## src/rtl/inv_sub_bytes_iter.sv

```systemverilog
// Iterative AES InvSubBytes: captures one 128-bit block, inverse-S-boxes
// BYTES_PER_CYCLE bytes per cycle in place, then holds the result until taken.
module inv_sub_bytes_iter #(
  parameter int BYTES_PER_CYCLE = 4
) (
  input  logic         clk,
  input  logic         rst_n,
  input  logic [127:0] in_data,
  input  logic         in_valid,
  output logic         in_ready,
  output logic [127:0] out_data,
  output logic         out_valid,
  input  logic         out_ready,
  output logic         busy,
  output logic [1:0]   dbg_state
);

  localparam int NCYC    = 16 / BYTES_PER_CYCLE;
  localparam int CW      = (NCYC > 1) ? $clog2(NCYC) : 1;
  localparam int CHUNK_W = 8 * BYTES_PER_CYCLE;
  localparam logic [CW-1:0] LAST_K = CW'(NCYC - 1);

  if (BYTES_PER_CYCLE != 1 && BYTES_PER_CYCLE != 2 && BYTES_PER_CYCLE != 4 &&
      BYTES_PER_CYCLE != 8 && BYTES_PER_CYCLE != 16) begin : g_illegal_bpc
    $error("inv_sub_bytes_iter: BYTES_PER_CYCLE must be 1, 2, 4, 8 or 16");
  end

  // Handshake: a block moves on a rising edge where valid and ready are both 1.
  // in_ready is high only in IDLE, out_valid only in DONE; out_data is held
  // stable for as long as out_valid is high and out_ready is low.
  typedef enum logic [1:0] {
    IDLE = 2'd0,
    BUSY = 2'd1,
    DONE = 2'd2
  } state_e;

  state_e          fsm_q, fsm_d;
  logic [127:0]    state_q, state_d;
  logic [CW-1:0]   cnt_q, cnt_d;
  logic            in_ready_q, in_ready_d;
  logic            out_valid_q, out_valid_d;
  logic            busy_q, busy_d;
  logic [CHUNK_W-1:0] chunk_in, chunk_out;

  function automatic logic [7:0] gf_mul(input logic [7:0] a, input logic [7:0] b);
    logic [7:0] acc;
    logic [7:0] aa;
    acc = 8'h00;
    aa  = a;
    for (int i = 0; i < 8; i++) begin
      if (b[i]) acc = acc ^ aa;
      aa = {aa[6:0], 1'b0} ^ ({8{aa[7]}} & 8'h1b);
    end
    return acc;
  endfunction

  // x^254 is the multiplicative inverse in GF(2^8) and maps 0 to 0.
  function automatic logic [7:0] gf_inv(input logic [7:0] x);
    logic [7:0] p;
    logic [7:0] r;
    p = x;
    r = 8'h01;
    for (int i = 0; i < 7; i++) begin
      p = gf_mul(p, p);
      r = gf_mul(r, p);
    end
    return r;
  endfunction

  function automatic logic [7:0] inv_affine(input logic [7:0] b);
    return {b[6:0], b[7]} ^ {b[4:0], b[7:5]} ^ {b[1:0], b[7:2]} ^ 8'h05;
  endfunction

  function automatic logic [7:0] inv_sbox(input logic [7:0] x);
    return gf_inv(inv_affine(x));
  endfunction

  always_comb begin
    chunk_in  = state_q[int'(cnt_q) * CHUNK_W +: CHUNK_W];
    chunk_out = '0;
    for (int j = 0; j < BYTES_PER_CYCLE; j++) begin
      chunk_out[8*j +: 8] = inv_sbox(chunk_in[8*j +: 8]);
    end
  end

  always_comb begin
    fsm_d       = fsm_q;
    state_d     = state_q;
    cnt_d       = cnt_q;
    in_ready_d  = in_ready_q;
    out_valid_d = out_valid_q;
    busy_d      = busy_q;
    case (fsm_q)
      IDLE: begin
        if (in_valid) begin
          state_d    = in_data;
          cnt_d      = '0;
          fsm_d      = BUSY;
          in_ready_d = 1'b0;
          busy_d     = 1'b1;
        end
      end
      BUSY: begin
        state_d[int'(cnt_q) * CHUNK_W +: CHUNK_W] = chunk_out;
        // Wrap explicitly so the chunk select never points past the block.
        cnt_d = (cnt_q == LAST_K) ? '0 : cnt_q + 1'b1;
        if (cnt_q == LAST_K) begin
          fsm_d       = DONE;
          busy_d      = 1'b0;
          out_valid_d = 1'b1;
        end
      end
      DONE: begin
        if (out_ready) begin
          fsm_d       = IDLE;
          out_valid_d = 1'b0;
          in_ready_d  = 1'b1;
        end
      end
      default: begin
        fsm_d       = IDLE;
        in_ready_d  = 1'b1;
        out_valid_d = 1'b0;
        busy_d      = 1'b0;
      end
    endcase
  end

  always_ff @(posedge clk) begin
    if (!rst_n) begin
      fsm_q       <= IDLE;
      state_q     <= '0;
      cnt_q       <= '0;
      in_ready_q  <= 1'b1;
      out_valid_q <= 1'b0;
      busy_q      <= 1'b0;
    end else begin
      fsm_q       <= fsm_d;
      state_q     <= state_d;
      cnt_q       <= cnt_d;
      in_ready_q  <= in_ready_d;
      out_valid_q <= out_valid_d;
      busy_q      <= busy_d;
    end
  end

  assign in_ready  = in_ready_q;
  assign out_valid = out_valid_q;
  assign busy      = busy_q;
  assign out_data  = state_q;
  assign dbg_state = fsm_q;

endmodule

```

## config.mk

```make
export PLATFORM = sky130hd
export DESIGN_NAME = inv_sub_bytes_iter
export DESIGN_NICKNAME = d
export VERILOG_FILES = /design/src/rtl/inv_sub_bytes_iter.sv
export SDC_FILE = /design/constraint.sdc
export NUM_CORES = 2
export LEC_CHECK = 0
export BUFFER_PORTS_ARGS = -buffer_cell sky130_fd_sc_hd__clkbuf_2
export CELL_PAD_IN_SITES_DETAIL_PLACEMENT = 0
export CELL_PAD_IN_SITES_GLOBAL_PLACEMENT = 2
export CORE_ASPECT_RATIO = 0.8
export CORE_MARGIN = 2
export CORE_UTILIZATION = 39
export CTS_CLUSTER_DIAMETER = 100
export DETAILED_ROUTE_END_ITERATION = 10
export PLACE_DENSITY_LB_ADDON = 0.1
export REMOVE_ABC_BUFFERS = 1
export SLEW_MARGIN = 20
export SYNTH_ARGS = -nofsm -noshare
export SYNTH_HDL_FRONTEND = slang
export SYNTH_SLANG_ARGS = --single-unit
```

## constraint.sdc

```tcl
create_clock -name clk -period 22.1 [get_ports clk]
set_clock_uncertainty 0.1 [all_clocks]
set_input_delay 2.21 -clock clk [delete_from_list [all_inputs] [get_ports clk]]
set_output_delay 2.21 -clock clk [all_outputs]
set_load 0.02 [all_outputs]
```

* Word-level counts from Yosys, hierarchy flattened
Cells that the tools add are included.
W data, S select, Z words.
** Storage, ports and cells
- Word-level logic and storage cells :: 1262
- Output and inout port bits :: 133
- Register bits after elaboration :: 135
** Cells by class
- Bitwise gates (word level) :: 771
- Eq/ne operators :: 6
- Mux-type cells :: 467
- Reductions and logical operators :: 7
- $add $sub $neg :: 2
- Shifts and indexed selects :: 3
** Operators by type and width (number)
- $mux W8 :: 420
- $xor A8 B8 Y8 :: 372
- $xor A8 B5 Y8 :: 364
- $pmux W128 S2 :: 1
- $bwmux W128 :: 1
- $mux W128 :: 1
- $shift A32 B33 Y128 const A :: 1
- $shiftx A128 B8 Y32 :: 1
- $shiftx A32 B33 Y128 :: 1
- $neg A7 Y33 :: 1
- $mux W7 :: 4
- $not A1 Y1 const A :: 28
- $mux W6 :: 4
- $mux W5 :: 4
- $mux W2 :: 9
- $mux W4 :: 4
- $mux W3 :: 4
- $reduce_and A3 Y1 :: 4
- $mux W1 :: 10
- $pmux W1 S3 :: 3
- $not A2 Y2 :: 4
- $ne A2 B2 Y1 const B :: 3
- $pmux W2 S3 :: 1
- $eq A2 B2 Y1 const B :: 2
- 7 further kinds :: 9

* Longest topological paths before layout
- Depth in word-level cells :: 127
- Depth in mapped cells :: 73
- Depth with buffers taken out :: 57

* Worst setup path after synthesis
OpenSTA, ideal clock, no wires.
- Path kind :: register to register
- From :: reg cnt_q[0]
- To :: reg state_q[27] (netlist: out_data[27])
- Stages on the path, launching flop included :: 68
- Path slack :: 5.287 ns
- Arrival time :: 16.583 ns
- Required time :: 21.870 ns
- Library setup time :: 0.130 ns
- Cell sequence :: dfxtp_1 buf_6 buf_8 buf_8 buf_6 mux4_2 buf_4 buf_4 xnor3_1 ha_1 buf_1 xor2_1 and3_1 nor2_1 xnor2_1 xor2_1 inv_2 clkbuf_1 [... 32 more ...] or4_1 o211a_1 xnor3_1 xor3_1 or3_1 o21ai_1 xnor3_1 xnor3_2 xor2_4 xor2_4 xnor2_1 xnor2_1 nor2_1 xnor2_1 xnor3_1 xnor2_1 xnor2_1 o22ai_1
** On the way
- Longest elaborated chain between the ends :: 127
** Ends and longest elaborated chain
- start, declared :: line 39 : logic [CW-1:0] cnt_q, cnt_d;
- start signal, assigned :: line 140 : cnt_q <= cnt_d;
- $shiftx A128 B8 Y32 :: line 79 : chunk_in = state_q[int'(cnt_q) * CHUNK_W +: CHUNK_W];
- $xor A8 B8 Y8 (2 in a row) :: line 71 : return {b[6:0], b[7]} ^ {b[4:0], b[7:5]} ^ {b[1:0], b[7:2]} ^ 8'h05;
- $not A2 Y2 (no source line)
- $mux W8 or $xor A8 B5 Y8 (tied branches) :: line 51, 52
- $xor A8 B8 Y8 :: line 51 : if (b[i]) acc = acc ^ aa;
- $mux W8 :: line 51
- $xor A8 B8 Y8 :: line 51
- $mux W8 :: line 51
- [... 110 more ...]
- $mux W8 :: line 51
- $xor A8 B8 Y8 :: line 51
- $mux W8 :: line 51
- $xor A8 B8 Y8 :: line 51
- $mux W8 :: line 51
- $shiftx A32 B33 Y128 :: line 104 : state_d[int'(cnt_q) * CHUNK_W +: CHUNK_W] = chunk_out;
- $bwmux W128 * :: line 104
- $pmux W128 S2 * :: line 93 : case (fsm_q)
- end signal, assigned :: line 139 : state_q <= state_d;
- end, declared :: line 38 : logic [127:0] state_q, state_d;
Mark *: on every way between the ends. The rest lies on a longest branch, timed or not.
A chain may end at the register's enable or synchronous reset.

* Final worst setup path
- From :: reg cnt_q[0]
- To :: reg state_q[47] (netlist: out_data[47])
Same word-level chain as after synthesis.

==> qor.tcl <==
set qor(cp_max_fo) 33
set qor(core_um2) 175000
set qor(cts_root_buffer) {clkbuf_16}
set qor(cp-end-kind) {flop}
set qor(grt_pass1_wl_um) 398000
set qor(total_standard_cell_area_after_synthesis_um2) 68700
set qor(synth.ff_latch_count) 135
set qor(synthFlopType) {dfxtp_1}
set qor(floorplan.die_area_um2) 180000
set qor(pin_count) 265
set qor(maxSlewViolCount) 0
set qor(crit_start) {cnt_q[0]}
set qor(layout_common_cells) {xnor2_1 (1428), nor2_1 (1222), nand2_1 (798), a21oi_1 (506), xor2_1 (386)}
set qor(seq_area_frac_synth_pct) 3.93
set qor(run_status) {finished clean}
set qor(route.detailed.wl_per_inst_um) 23.0
set qor(critPathLaunchType) {flop}
set qor(place.detailed.instances) 11221
set qor(globalplace.congestion) 0.902
set qor(unrepaired_setup_endpoints_after_global_routing) {no}
set qor(h_tree_depth) 4
set qor(cts_buffer_depth) 2
set qor(tritoncts.num_buffers) 17
set qor(setup_total_negative_slack_ns) 0
set qor(netlist-cell-type-count) 141
set qor(cp_slowest_stage_delay_ns) 0.89
set qor(grt-ovfl-total) 0
set qor(post_layout_minimum_cycle_time_ns) 20.68
set qor(setup-violations-final) 0
set qor(first_global_vias) 62171
set qor(die-height_um) 380
set qor(global_route.usage.total_pct) 27.7
set qor(synth_top_area_cell) {xnor2_1}
set qor(yosys_warnings) 0
set qor(min_delay_worst_type) {reg -> reg}
set qor(hp-start) {out_data[23]}
set qor(cts_tree) {yes}
set qor(antenna_found_initial) 6
set qor(num_rows) 137
set qor(drv_cap) 0
set qor(syn-instance-count) 9016
set qor(crit_reg_reg_startpoint) {cnt_q[0]}
set qor(hold_violations) 0
set qor(routed-via-count) 66359
set qor(final_common_cell) {xnor2_1}
set qor(syn2layout_area_growth_pct) 6.71
set qor(grt_start_max_net_pins) 75
set qor(postSynth.asyncResetShare_pct) 0
set qor(floorplan.initialDensity_pct) 39.4
set qor(ant_nets) 0
set qor(drt_first_iter_violations) 6247
set qor(synth_top_cell_area_share_pct) 18.8
set qor(detailed_place_hpwl_um) 193000
set qor(post_drt_via_cell_ratio) 5.89
set qor(timing_worst_slew_pin_value_ns) 1.14
set qor(synth_edf_count) 0
set qor(synth_area_leaders) {xnor2_1 (19%), xnor3_1 (11%), nor2_1 (6.7%)}
set qor(synthesis.area_per_instance_um2) 7.63
set qor(drt-pass1-iter-count) 6
set qor(clkLatencyLatePin_ns) 0.48
set qor(critical_path_class) {reg -> reg}
set qor(fin_cells) 11263
set qor(drive_gt1_share_pct) 12.8
set qor(final_min_period_over_clock_period_pct) 93.6
set qor(worst-endpoint-arrival_ns) 20.89
set qor(slew_headroom_pct) 23.1
set qor(totalWireLength_um) 259000
set qor(n_fill_cell) 18152
set qor(crit_required_ns) 22.31
set qor(num-nets-final) 9111
set qor(port_buffer_count) 264
set qor(cp_slowest_cell) {xnor3_1}
set qor(max_clock_freq_mhz) 48.4
set qor(cp_common_cell) {xnor3_1}
set qor(die_width_um) 473
set qor(post-route-drc-count) 0
set qor(path_clk_slew_ns) 0.07
set qor(cts.repair_timing.setup_buffer_count) 0
set qor(tritoncts_sink_count) 135
[path summary, 6_finish.rpt]
path,cells after the start,to,slack [ns]
setup / recovery,55,out_data[47],1.42
hold / removal,2,out_data[23],0.45
setup reg to reg,55,out_data[47],1.42
hold reg to reg,2,out_data[23],0.45
[per-stage QoR]
stage	area [um2]	hold WS [ns]	setup WS (ns)	util (%)
detailed placement	72700	0.424	1.13	41.6
global route	73400	0.479	0.0353	42.0
global placement	72700	0.396	1.17	41.6
finish	73400	0.451	1.42	42.0
CTS	73300	0.446	1.02	41.9
floorplan	65600	0.470	0.560	-
[repair_timing]
item,CTS,global route
hold buffers,0,0
endpoints found under the setup margin,0,4
gates resized for setup,0,2
hold endpoints to repair,0,0
[worst max-delay path, delay by kind of cell, from the launching register on]
family                     cells  cell delay [ns]
AOI/OAI and AO/OA             11             3.11
xor gates and xnor gates      24            10.33
adders and majority gates      3             1.27
buffers and inverters          5             1.38
DFF                            1             0.83
muxes                          3             1.37
and+or+nand+nor                9             1.96
[sequential cells by signal, indices dropped and copies added (netlist names)]
signal     cells
in_ready       1
dbg_state      2
cnt_q          2
busy           1
out_data     128
out_valid      1
[synth_stat cells (44+ instances only)]
cell / n
nand4_1: 51
a21oi_1: 510
a22oi_1: 54
nand2_1: 798
buf_4: 64
nand2b_1: 75
nor3_1: 258
dfxtp_1: 135
and2_1: 69
a211oi_1: 86
inv_1: 75
nand3_1: 237
nor2_1: 1225
clkbuf_1: 377
o21ai_0: 312
nor2b_1: 58
xnor2_1: 1477
mux2i_1: 219
o22ai_1: 167
o21ai_1: 74
a31oi_1: 82
and3_1: 172
xor2_1: 403
xnor3_1: 336
xnor2_2: 108
xnor3_2: 44
or3_1: 58
o211ai_1: 101
o2bb2ai_1: 65
buf_2: 168
[kinds of logic (layout without fill, tap and decap cells)]
group / count (synthesis) / count (layout) / share of synthesized area, %
AOI/OAI and AO/OA: 2054 / 2054 / 20.4
other: 0 / 11 / 0
muxes: 308 / 308 / 5.26
adders and majority gates: 39 / 39 / 0.686
xor gates and xnor gates: 2494 / 2494 / 43.2
and+or+nand+nor: 3214 / 3214 / 21.4
buffers and inverters: 772 / 715 / 5.14
DFF: 135 / 135 / 3.93
[final cells by class]
type,instances,area [um2],share of cell area (%)
inverters,107,404,0.551
well taps,2293,2870,3.91
clock inverters,13,134,0.182
repair buffers,577,3670,5.00
multi-input cells,8109,63100,86.0
clock buffers,18,450,0.614
flip-flops and latches,135,2710,3.69
diodes,11,27.5,0.0375
[metal layers]
| layer | wire (um) | part of all wire, % | GRT usage (%) |
|---|---|---|---|
| met1 | 124000 | 48 | 41.5 |
| met2 | 113000 | 44 | 42.2 |
| met3 | 12800 | 4.9 | 1.53 |
| met4 | 8650 | 3.3 | 8.90 |
| met5 | 0 | 0 | 0 |
Power is not shown: default switching activity piles up to over one toggle a cycle in this logic, so the estimate is an artifact.
